File: src/rtl/rr_mux_sequencer.sv
`default_nettype none
// ============================================================================
//  Module   : rr_mux_sequencer
//  Purpose  : Round-robin sequencer in front of a combinational 4:1 N-bit
//             channel mux. It arbitrates four level-held requests and drives
//             a registered 2-bit select. After the mux has settled, it
//             captures the mux output into a valid/ready output register
//             and pulses a one-cycle acknowledge to the serviced channel.
//  Revision : 1.0  initial release
// ============================================================================
module rr_mux_sequencer #(
  parameter int N = 8
) (
  input  logic         clk,
  input  logic         rst_n,
  input  logic [3:0]   REQ,
  output logic [1:0]   S,
  input  logic [N-1:0] Y,
  output logic [3:0]   ACK,
  output logic [N-1:0] DOUT,
  output logic         DOUT_VALID,
  input  logic         DOUT_READY
);

  // Sequencer phases: IDLE arbitrates, CAPTURE samples the settled mux output,
  // HOLD keeps the captured word until the downstream side takes it.
  localparam logic [1:0] IDLE    = 2'd0;
  localparam logic [1:0] CAPTURE = 2'd1;
  localparam logic [1:0] HOLD    = 2'd2;

  logic [1:0] state;
  logic [1:0] state_nxt;

  // Channel most recently serviced. The scan for the next winner starts just
  // after it, which gives rotating priority.
  logic [1:0] last;
  logic [1:0] winner;
  logic [1:0] cand;
  logic       found;

  logic       req_hit;
  logic       accept;
  logic [3:0] ack_onehot;

  // The selected channel is still requesting. REQ is indexed by the
  // registered select that the mux is currently steering.
  assign req_hit    = REQ[S];
  assign accept     = DOUT_VALID && DOUT_READY;
  assign ack_onehot = 4'b0001 << S;

  // Rotating-priority scan: last+1, last+2, last+3, last (mod 4).
  always_comb begin
    winner = last;
    found  = 1'b0;
    cand   = 2'd0;
    for (int i = 1; i <= 4; i++) begin
      cand = last + 2'(i);
      if (!found && REQ[cand]) begin
        winner = cand;
        found  = 1'b1;
      end
    end
  end

  // Next-state decision. An active transfer is never preempted; requests
  // arriving during CAPTURE or HOLD wait for the next IDLE.
  always_comb begin
    state_nxt = state;
    case (state)
      IDLE: begin
        if (|REQ) begin
          state_nxt = CAPTURE;
        end
      end
      CAPTURE: begin
        state_nxt = req_hit ? HOLD : IDLE;
      end
      HOLD: begin
        if (accept) begin
          state_nxt = IDLE;
        end
      end
      default: begin
        state_nxt = IDLE;
      end
    endcase
  end

  // State register. Reset returns to IDLE from any phase and abandons the
  // transfer in flight.
  always_ff @(posedge clk) begin
    if (!rst_n) begin
      state <= IDLE;
    end else begin
      state <= state_nxt;
    end
  end

  // Mux select and priority pointer. S changes only on an IDLE decision, so
  // it is stable for the whole CAPTURE cycle. The pointer advances only when
  // a word is actually captured, so a withdrawn request leaves priority as it was.
  always_ff @(posedge clk) begin
    if (!rst_n) begin
      S    <= 2'b00;
      last <= 2'b11;
    end else begin
      if (state == IDLE && (|REQ)) begin
        S <= winner;
      end
      if (state == CAPTURE && req_hit) begin
        last <= S;
      end
    end
  end

  // Output stage: register the mux output. ACK pulses on the same edge that
  // raises DOUT_VALID. DOUT keeps its value after the handshake and is
  // cleared only by reset.
  always_ff @(posedge clk) begin
    if (!rst_n) begin
      DOUT       <= '0;
      DOUT_VALID <= 1'b0;
      ACK        <= 4'b0000;
    end else begin
      ACK <= 4'b0000;
      if (state == CAPTURE && req_hit) begin
        DOUT       <= Y;
        DOUT_VALID <= 1'b1;
        ACK        <= ack_onehot;
      end else if (state == HOLD && accept) begin
        DOUT_VALID <= 1'b0;
      end
    end
  end

endmodule
`default_nettype wire
File: config.mk
export PLATFORM = sky130hd
export DESIGN_NAME = rr_mux_sequencer
export DESIGN_NICKNAME = d
export VERILOG_FILES = /design/src/rtl/rr_mux_sequencer.sv
export SDC_FILE = /design/constraint.sdc
export NUM_CORES = 1
export LEC_CHECK = 0
export CORE_ASPECT_RATIO = 1.25
export CORE_MARGIN = 3
export CORE_UTILIZATION = 45
export CTS_CLUSTER_DIAMETER = 40
export CTS_CLUSTER_SIZE = 20
export DETAILED_ROUTE_END_ITERATION = 8
export PLACE_DENSITY = 0.8
export SLEW_MARGIN = 20
export SYNTH_ARGS = -nofsm -noshare
export SYNTH_HDL_FRONTEND = slang
export SYNTH_SLANG_ARGS = --single-unit
File: constraint.sdc
create_clock -name clk -period 3.79 [get_ports clk]
set_input_delay 0.5685 -clock clk [delete_from_list [all_inputs] [get_ports clk]]
set_output_delay 0.5685 -clock clk [all_outputs]
set_load 0.02 [all_outputs]
# --- Yosys cells after proc, flatten, opt, wreduce, memory -nomap -nowiden ---
# Cells that the tools add are included.
classes:
  addsub: 3
  magnitude_cmp: 5
  n_eq_ne: 4
  shift: 1
  n_mux: 23
  reduce_logical: 15
op_table:
  columns: ["operator", "count"]
  rows:
  - ["less-than comparator 2 x 3 -> 1 bit, second input constant", 5]
  - ["two-way mux 2 bit", 7]
  - ["binary-select mux 1 bit (select 2 bit)", 5]
  - ["two-way mux 1 bit", 10]
  - ["logical AND 1 bit", 7]
  - ["case mux 2 bit (3 select lines)", 1]
  - ["adder 2 bit, second input constant", 2]
  - ["!= test 2 bit, second input constant", 2]
  - ["AND reduction 2 bit", 2]
  - ["OR reduction 4 bit", 1]
  - ["<< shifter 1 x 2 -> 4 bit, first input constant", 1]
  - ["logical NOT 1 bit", 3]
  - ["adder 2 x 1 -> 2 bit, second input constant", 1]
  - ["== test 2 x 1 -> 1 bit, second input constant", 1]
  - ["== test 2 bit, second input constant", 1]
  - ["logical NOT 2 bit", 1]
  - ["nonzero test 2 bit", 1]
word_totals:
  reg_bits: 19
  in_bits: 15
  output_inout_bits: 15
  elab_cells: 57

# --- Logic depth before layout (Yosys ltp) ---
depth:
  ltp_word: 13
  mapped_depth: 6
  depth_no_buf: 4

# --- Worst setup path before layout ---
# No wires, ideal clock.
synth_timing:
  path_kind: "reg-to-reg"
  startpoint: "register S[0]"
  endpoint: "register state[1]"
  setup_ns: 0.115
  arrival_time_ns: 1.519
  required_time_ns: 3.675
  slack_ns: 2.156
  stages_incl_launch_ff: 6
  cell_sequence: "dfxtp_1 -> mux2_2 -> a32o_1 -> buf_6 -> buf_6 -> o21a_1"
synth_between:
  elab_chain_len: 4
synth_lines:
  columns: ["element", "line", "text"]
  rows:
  - ["start: declaration", "17", "output logic [1:0] S,"]
  - ["start signal: assignment", "108", "S <= winner;"]
  - ["binary-select mux 1 bit (select 2 bit)", "47", "assign req_hit = REQ[S];"]
  - ["two-way mux 1 bit (implied by the code)", "47", null]
  - ["two-way mux 2 bit", "76", "state_nxt = req_hit ? HOLD : IDLE;"]
  - ["case mux 2 bit (3 select lines)", "69", "case (state)"]
  - ["end signal: assignment", "95", "state <= state_nxt;"]
  - ["end: declaration", "31", "logic [1:0] state;"]
# Every way passes these cells. The select of a mux whose other input is x is not followed.
# A chain may end at the register's enable or synchronous reset.

# --- Final worst setup path ---
layout_timing:
  startpoint: "input REQ[3]"
  endpoint: "register last[0]"
layout_between:
  elab_chain_len: 3
layout_lines:
  columns: ["element", "line", "text"]
  rows:
  - ["start: declaration", "16", "input logic [3:0] REQ,"]
  - ["binary-select mux 1 bit (select 2 bit)", "47", null]
  - ["two-way mux 1 bit (implied by the code)", "47", null]
  - ["logical AND 1 bit", "110", "if (state == CAPTURE && req_hit) begin"]
  - ["end signal: assignment", "105", "last <= 2'b11;"]
  - ["end signal: assignment", "111", "last <= S;"]
  - ["end: declaration", "36", "logic [1:0] last;"]
# Every way passes these cells. The select of a mux whose other input is x is not followed.

==> flow_metrics.env <==
export IMPL_status="finished clean"
export IMPL_grt_pass1_wl_um=2840
export IMPL_dp_cells=133
export IMPL_synthFlopType="dfxtp_1"
export IMPL_syn_area_um2=792
export IMPL_seq_area_frac_synth=0.480
export IMPL_grt_pass1_vias=656
export IMPL_cellLeakagePower_nw=0.426
export IMPL_vias=718
export IMPL_crit_path_start_kind="primary input"
export IMPL_fin_tns_setup_ns=0
export IMPL_initial_core_util=0.488
export IMPL_stdcell_count=137
export IMPL_p_per_area_mw_per_mm2=422
export IMPL_pwr_share_clk=0.213
export IMPL_required_ns=3.95
export IMPL_dieWidth_um=43.5
export IMPL_worstSkewPairLatency_ns=0.29
export IMPL_antenna_found_initial=0
export IMPL_ys_top_cells_by_area="dfxtp_1, nand3_1, o21ai_1"
export IMPL_rows=16
export IMPL_syn_inst=91
export IMPL_holdPathStages=2
export IMPL_cap_violations=0
export IMPL_p_sw_frac=0.303
export IMPL_endpoint_kind="flop"
export IMPL_setup_viol_count_final=0
export IMPL_min_path_type="flop to flop"
export IMPL_syn_mean_instance_area_um2=8.70
export IMPL_switchingPower_uw=141
export IMPL_p_int_uw=323
export IMPL_numPortBuffers=29
export IMPL_reg2reg_from="S[1]"
export IMPL_crit_arrival_ns=2.22
export IMPL_fmax_ghz=0.486
export IMPL_synthArstFlopShare=0
export IMPL_synth_top_area_cell="dfxtp_1"
export IMPL_cts_sinks=19
export IMPL_cts_hold_buf=0
export IMPL_wl_per_cell_um=12.7
export IMPL_fin_crit_ns=2.06
export IMPL_worstMarginPinSlew_ns=0.764
export IMPL_hold_viol=0
export IMPL_post_route_period_util=0.543
export IMPL_cts_inserted_buffers=3
export IMPL_critPathKind="primary input to flop"
export IMPL_synth_top_area_share=0.480
export IMPL_h_tree_depth=1
export IMPL_dieArea_mm2=0.00230
export IMPL_yosysWarningCount=0
export IMPL_drc_errors=0
export IMPL_critPathMaxFanout=19
export IMPL_cts_path_max_buffers=2
export IMPL_skew_ns=0.00571
export IMPL_drive_gt1_frac=0.0504
export IMPL_nNetsFinal=135
export IMPL_rsz0062_at_grt="false"
export IMPL_grt_max_degree=26
export IMPL_drt_iter0_markers=27
export IMPL_synthesis_nets=106
export IMPL_ys_ff_latch=19
export IMPL_crit_path_start="REQ[3]"
export IMPL_cts_resized=0
export IMPL_slew_violations=0
export IMPL_io_pins=30
export IMPL_ir_drop_uv=240
export IMPL_synth_edf_count=0
export IMPL_grt_use_total=0.167
export IMPL_synth_cell_types=28
export IMPL_place_congestion=0.752
export IMPL_synth_most_common_cell="dfxtp_1"
export IMPL_totalWireLength_um=1740
export IMPL_dr_pass1_iters=4
export IMPL_num_antenna_cells=0
export IMPL_hpwl_um=1320
export IMPL_post_cts_buffers=0
export IMPL_power_frac_seq=0.517
export IMPL_r2r_end="last[0]"
export IMPL_rrSetupSlack_ns=2.04
export IMPL_ant_nets=0
export IMPL_max_slew_margin_rel=0.489
export IMPL_area_delta_synth_final_pct=38.7
export IMPL_whs_endpoint="DOUT[1]"
export IMPL_path_clk_slew_ns=0.11
export IMPL_cts_tree="yes"
export IMPL_grt_overflow=0
export IMPL_synth_commonest_cells="dfxtp_1, nand2_1, nand3_1, o21ai_1, and3_1"
export IMPL_vias_per_cell=5.24
export IMPL_fp_dieH_um=52.9
export IMPL_cts_root_buf="clkbuf_4"
export IMPL_core_mm2=0.00162
export IMPL_min_from="DOUT[1]"
export IMPL_power_frac_comb=0.270
export IMPL_reg2reg_depth=4
cells by family (layout without fill, tap and decap cells):
family / after synthesis / after routing / synth area share
AND/OR/NAND/NOR: 39 / 39 / 0.253
AO/OA/AOI/OAI: 23 / 23 / 0.169
flip-flops: 19 / 19 / 0.480
buffers and inverters: 7 / 35 / 0.0521
multiplexers: 3 / 3 / 0.0458
state kept, by name (all words and copies together), names as in the netlist:
signal,flops
last,2
DOUT,8
ACK,4
state,2
DOUT_VALID,1
S,2
critical path: stages:
cell and delay (ns):
clkdlybuf4s50_1 0.56, mux2_4 0.19, a32o_1 0.58, mux2i_1 0.25, nand2_1 0.06
layer usage:
layer	vias up	GRT usage	wire length, um	part of all wire
met1	316	0.187	749	0.43
li1	377	-	-	-
met3	2	0.0238	92	0.053
met2	23	0.298	882	0.51
met4	0	0.0905	20	0.011
met5	-	0	0	0
stage by stage:
step / hold slack (ns) / util / worst slack, ns / total power, mW / cell area [um^2]
4_1_cts: 0.462 / 0.677 / 1.73 / 0.470 / 1100
3_3_place_gp: 0.439 / 0.660 / 1.47 / 0.366 / 1070
5_1_grt: 0.481 / 0.677 / 1.58 / 0.490 / 1100
6_report: 0.457 / 0.677 / 1.73 / 0.464 / 1100
2_1_floorplan: 0.478 / - / 2.16 / 0.318 / 792
3_5_place_dp: 0.447 / 0.660 / 1.41 / 0.370 / 1070
power by group through the flow:
stage	combinational [mW]	sequential, mW	clock (mW)
detailed placement	0.126	0.244	0
finish	0.125	0.240	0.0989
global route	0.137	0.243	0.109
floorplan	0.0602	0.258	0
CTS	0.127	0.240	0.104
global placement	0.123	0.243	0
placed cells by master, fill, tap and decap left out, types with 2 or more instances in the layout:
cell type / count
o21ai_1: 8
nor2b_1: 3
dfxtp_1: 19
and3_1: 5
nand3_1: 8
a21oi_1: 4
nor2_1: 4
nand2b_1: 3
a31oi_1: 2
clkbuf_4: 3
clkdlybuf4s50_1: 29
and2_1: 2
nand2_1: 10
inv_1: 2
o21ai_0: 4
worst max path at each step:
stage                          end  slack (ns)
after floorplan           state[1]        2.16
after global placement     last[0]        1.47
after detailed placement   last[0]        1.41
after CTS                  last[0]        1.73
after global routing       last[0]        1.58
final                      last[0]        1.73
layout make-up:
type                       count  area (um^2)
fill                         138          523
sequential                    19          380
multi-input combinational     65          370
timing repair buffer          29          290
clock buffer                   3         22.5
tap                           18         22.5
inverter                       2         7.51
clock inverter                 1         5.00
No activity file was read; power rests on OpenSTA's default activity.
